[src/rtl/dp_pkg.sv]
// dp_pkg: shared types and IR field-offset helpers for datapath_param
package dp_pkg;
  typedef enum logic [1:0] {IDLE, RD_WAIT, WR_WAIT} mem_state_e;
  typedef enum logic [1:0] {C2_ZERO = 2'b00, C2_NZ = 2'b01, C2_POS = 2'b10, C2_NEG = 2'b11} c2_e;
  function automatic int ra_lo(input int dw, input int rw);
    return dw - 5 - rw;
  endfunction
  function automatic int rb_lo(input int dw, input int rw);
    return dw - 5 - 2 * rw;
  endfunction
  function automatic int rc_lo(input int dw, input int rw);
    return dw - 5 - 3 * rw;
  endfunction
  function automatic int c_hi(input int dw, input int rw);
    return dw - 6 - 2 * rw;
  endfunction
endpackage

[src/rtl/datapath_param_if.sv]
// datapath_param_if: request/acknowledge memory port between datapath and memory
interface datapath_param_if #(parameter int DW = 32, parameter int AW = 9);
  logic [AW-1:0] mem_addr;
  logic [DW-1:0] mem_wdata;
  logic          mem_req;
  logic          mem_we;
  logic [DW-1:0] mem_rdata;
  logic          mem_ack;
  modport master (output mem_addr, mem_wdata, mem_req, mem_we, input mem_rdata, mem_ack);
  modport slave  (input mem_addr, mem_wdata, mem_req, mem_we, output mem_rdata, mem_ack);
endinterface

[src/rtl/dp_mem_ctrl.sv]
// dp_mem_ctrl: wait-state tolerant memory handshake FSM with MDR capture strobe
module dp_mem_ctrl
  import dp_pkg::*;
(
  input  logic clock,
  input  logic clear,
  input  logic mem_rd,
  input  logic mem_wr,
  input  logic mem_ack,
  output logic mem_req,
  output logic mem_we,
  output logic busy,
  output logic mdr_cap
);
  mem_state_e state_q, state_d;
  // next state and handshake outputs; read wins when both pulses arrive together
  always_comb begin
    state_d = state_q == IDLE ? (mem_rd ? RD_WAIT : mem_wr ? WR_WAIT : IDLE)
                              : (mem_ack ? IDLE : state_q);
    mem_req = state_q != IDLE;
    mem_we  = state_q == WR_WAIT;
    busy    = (state_q != IDLE) | mem_rd | mem_wr;
    mdr_cap = (state_q == RD_WAIT) & mem_ack;
  end
  // state register; clear aborts any outstanding transaction immediately
  always_ff @(posedge clock or posedge clear)
    if (clear) state_q <= IDLE;
    else state_q <= state_d;
endmodule

[src/rtl/datapath_param.sv]
// datapath_param: single-bus CPU datapath with parametrised register file and handshaked memory
module datapath_param
  import dp_pkg::*;
#(
  parameter int DW   = 32,
  parameter int NREG = 16,
  parameter int AW   = 9
) (
  input  logic          clock,
  input  logic          clear,
  input  logic          gra, grb, grc, rin, rout, baout,
  input  logic          pcout, zhiout, zloout, hiout, loout, mdrout, inportout, cout,
  input  logic          pcin, inc_pc, irin, yin, zin, hiin, loin, marin, mdrin, outportin, conin,
  input  logic          mem_rd, mem_wr,
  input  logic [DW-1:0] inport_data,
  output logic [DW-1:0] outport_data,
  output logic [DW-1:0] alu_a,
  output logic [DW-1:0] alu_b,
  input  logic [DW-1:0] alu_lo,
  input  logic [DW-1:0] alu_hi,
  datapath_param_if.master mem,
  output logic          busy,
  output logic          con_ff,
  output logic [DW-1:0] ir,
  output logic          bus_conflict
);
  localparam int RW    = $clog2(NREG);
  localparam int RA_LO = ra_lo(DW, RW);
  localparam int RB_LO = rb_lo(DW, RW);
  localparam int RC_LO = rc_lo(DW, RW);
  localparam int C_HI  = c_hi(DW, RW);
  logic [DW-1:0] hi_q, hi_d, lo_q, lo_d, y_q, y_d, zhi_q, zhi_d, zlo_q, zlo_d;
  logic [DW-1:0] pc_q, pc_d, ir_q, ir_d, mdr_q, mdr_d, out_q, out_d;
  logic [AW-1:0] mar_q, mar_d;
  logic          con_q, con_d;
  logic [DW-1:0] r_val [NREG];
  logic [RW-1:0] sel;
  logic          reg_en, mdr_cap, cond;
  logic [DW-1:0] reg_bus, c_val, bus_or, bus;
  logic [8:0]    srcs;
  c2_e           c2;
  dp_mem_ctrl u_mem_ctrl (
    .clock   (clock),
    .clear   (clear),
    .mem_rd  (mem_rd),
    .mem_wr  (mem_wr),
    .mem_ack (mem.mem_ack),
    .mem_req (mem.mem_req),
    .mem_we  (mem.mem_we),
    .busy    (busy),
    .mdr_cap (mdr_cap)
  );
  for (genvar i = 0; i < NREG; i++) begin : g_reg
    logic [DW-1:0] r_q, r_d;
    // load this register from the bus when it is the selected write target
    always_comb r_d = (rin && sel == RW'(i)) ? bus : r_q;
    // register storage
    always_ff @(posedge clock or posedge clear)
      if (clear) r_q <= '0;
      else r_q <= r_d;
    assign r_val[i] = r_q;
  end
  // register select, bus source mux and conflict detection
  always_comb begin
    sel     = ({RW{gra}} & ir_q[RA_LO +: RW]) | ({RW{grb}} & ir_q[RB_LO +: RW])
            | ({RW{grc}} & ir_q[RC_LO +: RW]);
    reg_en  = rout | baout;
    reg_bus = (baout && sel == '0) ? '0 : r_val[sel];
    c_val   = {{(DW-C_HI-1){ir_q[C_HI]}}, ir_q[C_HI:0]};
    srcs    = {reg_en, pcout, zhiout, zloout, hiout, loout, mdrout, inportout, cout};
    bus_or  = ({DW{reg_en}} & reg_bus) | ({DW{pcout}} & pc_q) | ({DW{zhiout}} & zhi_q)
            | ({DW{zloout}} & zlo_q) | ({DW{hiout}} & hi_q) | ({DW{loout}} & lo_q)
            | ({DW{mdrout}} & mdr_q) | ({DW{inportout}} & inport_data) | ({DW{cout}} & c_val);
    bus_conflict = $countones(srcs) > 1;
    bus     = bus_conflict ? '0 : bus_or;
  end
  // branch condition chosen by the low two bits of the Rb field
  always_comb begin
    c2   = c2_e'(ir_q[RB_LO +: 2]);
    cond = c2 == C2_ZERO ? bus == '0
         : c2 == C2_NZ   ? bus != '0
         : c2 == C2_POS  ? (!bus[DW-1] && bus != '0)
         : bus[DW-1];
  end
  // next values of the special registers; memory read data beats mdrin
  always_comb begin
    hi_d  = hiin ? bus : hi_q;
    lo_d  = loin ? bus : lo_q;
    y_d   = yin ? bus : y_q;
    zhi_d = zin ? alu_hi : zhi_q;
    zlo_d = zin ? alu_lo : zlo_q;
    pc_d  = pcin ? bus : inc_pc ? pc_q + DW'(1) : pc_q;
    ir_d  = irin ? bus : ir_q;
    mar_d = marin ? bus[AW-1:0] : mar_q;
    mdr_d = mdr_cap ? mem.mem_rdata : mdrin ? bus : mdr_q;
    out_d = outportin ? bus : out_q;
    con_d = conin ? cond : con_q;
  end
  // special register storage
  always_ff @(posedge clock or posedge clear)
    if (clear) begin
      hi_q  <= '0;
      lo_q  <= '0;
      y_q   <= '0;
      zhi_q <= '0;
      zlo_q <= '0;
      pc_q  <= '0;
      ir_q  <= '0;
      mar_q <= '0;
      mdr_q <= '0;
      out_q <= '0;
      con_q <= 1'b0;
    end else begin
      hi_q  <= hi_d;
      lo_q  <= lo_d;
      y_q   <= y_d;
      zhi_q <= zhi_d;
      zlo_q <= zlo_d;
      pc_q  <= pc_d;
      ir_q  <= ir_d;
      mar_q <= mar_d;
      mdr_q <= mdr_d;
      out_q <= out_d;
      con_q <= con_d;
    end
  assign outport_data  = out_q;
  assign alu_a         = y_q;
  assign alu_b         = bus;
  assign ir            = ir_q;
  assign con_ff        = con_q;
  assign mem.mem_addr  = mar_q;
  assign mem.mem_wdata = mdr_q;
endmodule

[src/flat_wrapper.sv]
// flat-port wrapper written by rule: the top's interface ports become plain ports
module datapath_param_flat import dp_pkg::*;
#(
  parameter int DW   = 32,
  parameter int NREG = 16,
  parameter int AW   = 9
)
  (clock, clear, gra, grb, grc, rin, rout, baout, pcout, zhiout, zloout, hiout, loout, mdrout, inportout, cout, pcin, inc_pc, irin, yin, zin, hiin, loin, marin, mdrin, outportin, conin, mem_rd, mem_wr, inport_data, outport_data, alu_a, alu_b, alu_lo, alu_hi, busy, con_ff, ir, bus_conflict, mem_mem_addr, mem_mem_wdata, mem_mem_req, mem_mem_we, mem_mem_rdata, mem_mem_ack);
  datapath_param_if #(.DW(DW), .AW(AW)) mem_i ();
  input  logic clock;
  input  logic clear;
  input  logic gra;
  input  logic grb;
  input  logic grc;
  input  logic rin;
  input  logic rout;
  input  logic baout;
  input  logic pcout;
  input  logic zhiout;
  input  logic zloout;
  input  logic hiout;
  input  logic loout;
  input  logic mdrout;
  input  logic inportout;
  input  logic cout;
  input  logic pcin;
  input  logic inc_pc;
  input  logic irin;
  input  logic yin;
  input  logic zin;
  input  logic hiin;
  input  logic loin;
  input  logic marin;
  input  logic mdrin;
  input  logic outportin;
  input  logic conin;
  input  logic mem_rd;
  input  logic mem_wr;
  input  logic [DW-1:0] inport_data;
  output logic [DW-1:0] outport_data;
  output logic [DW-1:0] alu_a;
  output logic [DW-1:0] alu_b;
  input  logic [DW-1:0] alu_lo;
  input  logic [DW-1:0] alu_hi;
  output logic busy;
  output logic con_ff;
  output logic [DW-1:0] ir;
  output logic bus_conflict;
  output wire logic [$bits(mem_i.mem_addr)-1:0] mem_mem_addr;
  output wire logic [$bits(mem_i.mem_wdata)-1:0] mem_mem_wdata;
  output wire logic [$bits(mem_i.mem_req)-1:0] mem_mem_req;
  output wire logic [$bits(mem_i.mem_we)-1:0] mem_mem_we;
  input wire logic [$bits(mem_i.mem_rdata)-1:0] mem_mem_rdata;
  input wire logic [$bits(mem_i.mem_ack)-1:0] mem_mem_ack;
  assign mem_mem_addr = mem_i.mem_addr;
  assign mem_mem_wdata = mem_i.mem_wdata;
  assign mem_mem_req = mem_i.mem_req;
  assign mem_mem_we = mem_i.mem_we;
  assign mem_i.mem_rdata = mem_mem_rdata;
  assign mem_i.mem_ack = mem_mem_ack;
  datapath_param #(.DW(DW), .NREG(NREG), .AW(AW)) u_core (.clock(clock), .clear(clear), .gra(gra), .grb(grb), .grc(grc), .rin(rin), .rout(rout), .baout(baout), .pcout(pcout), .zhiout(zhiout), .zloout(zloout), .hiout(hiout), .loout(loout), .mdrout(mdrout), .inportout(inportout), .cout(cout), .pcin(pcin), .inc_pc(inc_pc), .irin(irin), .yin(yin), .zin(zin), .hiin(hiin), .loin(loin), .marin(marin), .mdrin(mdrin), .outportin(outportin), .conin(conin), .mem_rd(mem_rd), .mem_wr(mem_wr), .inport_data(inport_data), .outport_data(outport_data), .alu_a(alu_a), .alu_b(alu_b), .alu_lo(alu_lo), .alu_hi(alu_hi), .mem(mem_i), .busy(busy), .con_ff(con_ff), .ir(ir), .bus_conflict(bus_conflict));
endmodule
[config.mk]
export PLATFORM = sky130hd
export DESIGN_NAME = datapath_param_flat
export DESIGN_NICKNAME = d
export VERILOG_FILES = /design/src/rtl/dp_pkg.sv /design/src/rtl/datapath_param_if.sv /design/src/rtl/dp_mem_ctrl.sv /design/src/rtl/datapath_param.sv /design/src/flat_wrapper.sv
export SDC_FILE = /design/constraint.sdc
export NUM_CORES = 2
export LEC_CHECK = 0
export ABC_CLOCK_PERIOD_IN_PS = 27200
export CAP_MARGIN = 0
export CORE_MARGIN = 2
export CORE_UTILIZATION = 37
export CTS_CLUSTER_SIZE = 8
export DETAILED_ROUTE_END_ITERATION = 12
export PLACE_DENSITY_LB_ADDON = 0.15
export SYNTH_ARGS = -nofsm -noshare
export SYNTH_HDL_FRONTEND = slang
export SYNTH_HIERARCHICAL = 1
export SYNTH_SLANG_ARGS = --single-unit
[constraint.sdc]
create_clock -name clock -period 27.2 [get_ports clock]
set_clock_uncertainty 0.2 [all_clocks]
set_input_delay 2.72 -clock clock [delete_from_list [all_inputs] [get_ports clock]]
set_output_delay 2.72 -clock clock [all_outputs]
set_load 0.05 [all_outputs]
# --- Word level (Yosys, flattened, before mapping) ---
# Index checks and enable logic that the tools add are counted.
totals:
  ff_bits: 812
  output_inout_bits: 174
  word_cells: 129
classes:
  add_sub_neg: 9
  n_lt_le_gt_ge: 2
  eq_ne: 19
  muxes: 16
  bitwise: 27
  n_reduce_logical: 28
op_table:
  columns: ["op", "count"]
  rows:
  - ["$and 32x32->32", 9]
  - ["$mux 32", 8]
  - ["$or 32x32->32", 8]
  - ["$bmux 32 s4", 1]
  - ["$add 32x32->32", 3]
  - ["$add 32x1->32", 1]
  - ["$add 32x1->32 const B", 1]
  - ["$eq 4x4->1 const B", 8]
  - ["$gt 32x2->1 const B", 1]
  - ["$logic_not 32->1", 1]
  - ["$reduce_bool 32->1", 1]
  - ["$logic_and 1x1->1", 18]
  - ["$eq 4x3->1 const B", 4]
  - ["$and 4x4->4", 3]
  - ["$add 1x1->2", 4]
  - ["$eq 4x2->1 const B", 2]
  - ["$mux 2", 4]
  - ["$or 4x4->4", 2]
  - ["$reduce_bool 2->1", 4]
  - ["$ge 5x5->1 const B", 1]
  - ["$not 4->5", 1]
  - ["$eq 2x1->1 const B", 2]
  - ["$eq 2x2->1 const B", 2]
  - ["$eq 4x1->1 const B", 1]
  - ["other kinds (6)", 11]

# --- Longest topological paths before layout ---
depth:
  word_depth: 23
  mapped_depth: 21
  depth_no_buf: 18

# --- Cells and area by module ---
# The synthesis kept the hierarchy.
by_module_without_submodules:
  columns: ["mod", "n_inst", "cells_per_inst", "area_each_um2"]
  rows:
  - ["datapath_param", 1, 3788, 36704.0]
  - ["dp_mem_ctrl", 1, 13, 110.1]

# --- Least setup slack after synthesis ---
# No wires, ideal clock.
synth_timing:
  kind: "input to output"
  startpoint: "in pcout"
  endpoint: "out alu_b[14]"
  arrival_ns: 7.870
  required_ns: 24.280
  slack_ns: 16.410
  stages: 17
  path_cell_list: "clkbuf_1 clkbuf_1 inv_1 fa_1 fa_1 fa_1 fa_1 inv_1 fa_1 or3_1 nor3_1 clkbuf_1 nand3_1 o211ai_1 a21oi_1 clkbuf_1 inv_1"
synth_via:
  elab_chain_len: 10
  word_cells_on_any_way: 15
synth_lines:
  columns: ["element", "line", "source"]
  rows:
  - ["start, declared", "flat_wrapper.sv:18", "input logic pcout;"]
  - ["parallel branches: the longest is 9 deep, another holds $add 32x32->32", null, null]
  - ["$mux 32 *", "datapath_param.sv:75", "bus = bus_conflict ? '0 : bus_or;"]
  - ["end, declared", "flat_wrapper.sv:42", "output logic [DW-1:0] alu_b;"]
# Mark *: on every way between the ends.

# --- Worst setup path in the final report ---
layout_timing:
  startpoint: "in pcout"
  endpoint: "out alu_b[31]"
# Same word-level chain as after synthesis.

==> impl_metrics.toml <==
[routing]
drt_pass1_iterations = 6
post_drt_wl_per_cell_um = 25.7
routed_wl_mm = 136
drt_iter0_drc = 2742
via_per_inst = 5.55
drc = 0
num_vias = 29400
ant_nets = 0

[synthesis]
syn_avg_cell_area_sq_um = 9.69
synth-async-reset-ratio_pct = 100
ys_seq_area_share_pct = 55.2
synth_edf_count = 0
synth_top_area_share_pct = 55.2
ys_ff_latch = 812
synthFlopType = "dfrtp_1"
synth_fp_nets = 3967
yosysWarnings = 6
yosys.area.top_type = "dfrtp_1"
syn_area_sq_um = 36800
synth_cell_type_count = 74
synth_cells = 3801
synth_area_leaders = "dfrtp_1 (55%), a21oi_1 (8.8%), nor2_1 (6.2%)"

[setup_path]
crit_top_cell = "fa_1"
worstPathArrival_ns = 9.38
cp_max_fo = 33
cpPeakStageDelay_ns = 0.84
cp.required_ns = 24.28
startpoint_type = "primary input"
endpoint_kind = "output pin"
critPathSlowestCell = "clkdlybuf4s50_1"
crit_chain = "clkdlybuf4s50_1 -> buf_4 -> inv_1 -> fa_1 -> fa_1 -> fa_1 -> fa_1 -> inv_1 -> fa_1 -> or3_1 -> nor2_1 -> buf_4 -> nand3_2 -> o211a_2 -> inv_2 -> clkdlybuf4s50_1"
crit_type = "in2out"

[pwr]
internal_power_mw = 3.38
max-vdd-ir-drop_uv = 83.2
power_frac_clock_pct = 20.3
power.density_nw_per_um2 = 140
p_leak_nw = 19.0
power_mw = 6.14
power.share.sequential_pct = 34.4
p_comb_share_pct = 45.3
switching_share_pct = 44.9
power.switching_mw = 2.76

[final_layout]
final_nets = 4161
fillerInstances = 9427
layout-drive-gt1-share_pct = 9.44
synthToLayoutAreaGrowth_pct = 19.4
largest_register_ffs = 512
final_area_sq_um = 43900
largest-register = "u_core/g.r_q"

[placed_design]
port_buffers = 331
finalWeightedCongestion = 0.870
postPlaceCellArea_sq_um = 41000
dpl.hpwl_mm = 87.3

[hold_path]
min-delay-path-class = "reg2reg"

[floorplanning]
die_height_um = 319
die_width_um = 319
die_area_sq_um = 102000
initial_utilization_pct = 37.4
core_area_sq_um = 98600
fp-row-count = 115
pin_count = 332

[clock_network]
root_buffer = "clkbuf_16"
path_clk_slew_ns = 0.05
cts_buffer_depth = 3
cts_tree = "built"
clkLatencyLatePin_ns = 0.68
cts_sinks = 812
cts_setup_buffers = 0
cts_buffers = 111
cts_resized = 0
htreeDepth = 3
holdBufCountCts = 0

[sta]
min_period_ns = 12.30
fmax_mhz = 81.3
rsz0062_at_grt = "false"
worst_pin_slew_ns = 1.16
period_share_pct = 45.2
drv_slew = 0
whs_ns = 0.274
hold_viol = 0
slew_headroom_pct = 22.3
tns_ns = 0
setup-violations-final = 0

[global_route]
grtUsageTotal_pct = 26.5
grt_max_degree = 159
grt_pass1_vias = 28759
grt_pass1_wl_mm = 201
antenna_found_initial = 11
overflow = 0

[run]
max-cap-violations = 0

[outcome]
status = "finished clean"
## metal layers
metal | vias to the layer above | track usage, % | share of wire [%]
met5 | - | 0 | 0.031
met4 | 6 | 8.68 | 3.2
met3 | 193 | 4.77 | 6.6
met2 | 1015 | 41.9 | 46
met1 | 14685 | 36.8 | 44
li1 | 13501 | - | -
## power groups by stage
stage	Sequential (mW)	Clock, mW	Combinational (mW)
after global placement	2.12	0	2.75
after floorplan	2.32	0	1.54
after detailed placement	2.11	0	2.77
final	2.11	1.25	2.78
after global routing	2.17	1.33	2.97
after CTS	2.11	1.28	2.78
## metrics by stage
| stage | setup WS (ns) | instances | util (%) |
|---|---|---|---|
| 2_1_floorplan | 1.53 | 3801 | - |
| 3_3_place_gp | 14.93 | 5169 | 41.6 |
| 3_5_place_dp | 14.94 | 5169 | 41.6 |
| 4_1_cts | 14.93 | 5290 | 44.6 |
| 5_1_grt | 14.71 | 5293 | 44.6 |
| 6_report | 14.90 | 5293 | 44.6 |
## cells in the final DEF (no fill, tap or decap), drive strengths merged, types with 19 or more instances in the layout
cell type,count
xnor2,22
dfrtp,812
nand2,341
a22oi,110
o21ai,217
buf,100
a211oi,23
mux2,65
nor2,608
inv,83
nand3,35
clkbuf,117
nand4,54
a21oi,645
mux2i,198
a22o,19
a221oi,25
clkdlybuf4s50,321
nand2b,28
## path summary, 6_finish.rpt
kind	start	end	slack, ns	cells past startpoint
worst max-delay path	pcout	alu_b[31]	14.90	16
worst min-delay path	u_core/g_reg[13].r_q[15]	u_core/g_reg[13].r_q[15]	0.27	2
worst max register to register	u_core/ir[15]	u_core/con_ff	20.86	11
worst min register to register	u_core/g_reg[13].r_q[15]	u_core/g_reg[13].r_q[15]	0.27	2
max in group asynchronous	clear	u_core/g_reg[15].r_q[11]	20.33	6
min in group asynchronous	clear	u_core/u_mem_ctrl/state_q[0]	2.15	2
## cells by family (layout without fill, tap and decap cells)
kind of cell / count (synthesis) / count (layout) / synth area share, %
buffers and inverters: 422 / 624 / 5.22
XOR/XNOR: 31 / 31 / 0.738
flip-flops: 812 / 812 / 55.2
other: 0 / 3 / 0
AND/OR/NAND/NOR: 1121 / 1121 / 12.6
AO/OA/AOI/OAI: 1133 / 1133 / 17.9
multiplexers: 274 / 274 / 8.04
adder cells (fa/ha/maj): 8 / 8 / 0.374
## synth_stat cells, drive strengths merged, types with 4 or more instances
cell type / count
dfrtp: 812
a21oi: 645
nor2: 608
nand2: 341
clkbuf: 255
o21ai: 217
mux2i: 198
a22oi: 110
buf: 85
inv: 82
mux2: 65
nand4: 54
nand3: 35
nand2b: 28
a221oi: 25
a211oi: 23
xnor2: 22
a22o: 19
a31oi: 17
nor3: 15
a21bo: 11
mux4: 11
o2111a: 11
o221a: 11
and3: 10
xor2: 9
and2: 8
o2111ai: 6
o211ai: 6
fa: 5
nor2b: 5
a222oi: 4
a32oi: 4
o211a: 4
## area by class of cell
type	count	area, sq um	area share, %
Sequential cell	812	20300	46.2
Tap cell	1287	1610	3.66
Inverter	82	315	0.717
Timing Repair Buffer	421	3990	9.08
Antenna cell	3	7.51	0.0171
Clock inverter	4	82.6	0.188
Clock buffer	117	2870	6.54
Multi-Input combinational cell	2567	14700	33.6
## critical path, delay by kind of cell
kind,cells,cell delay (ns)
AOI/OAI and AO/OA,1,0.73
buffers and inverters,7,2.39
adders and majority gates,5,2.29
and+or+nand+nor,3,1.19
(Power assumes the default switching activity.)
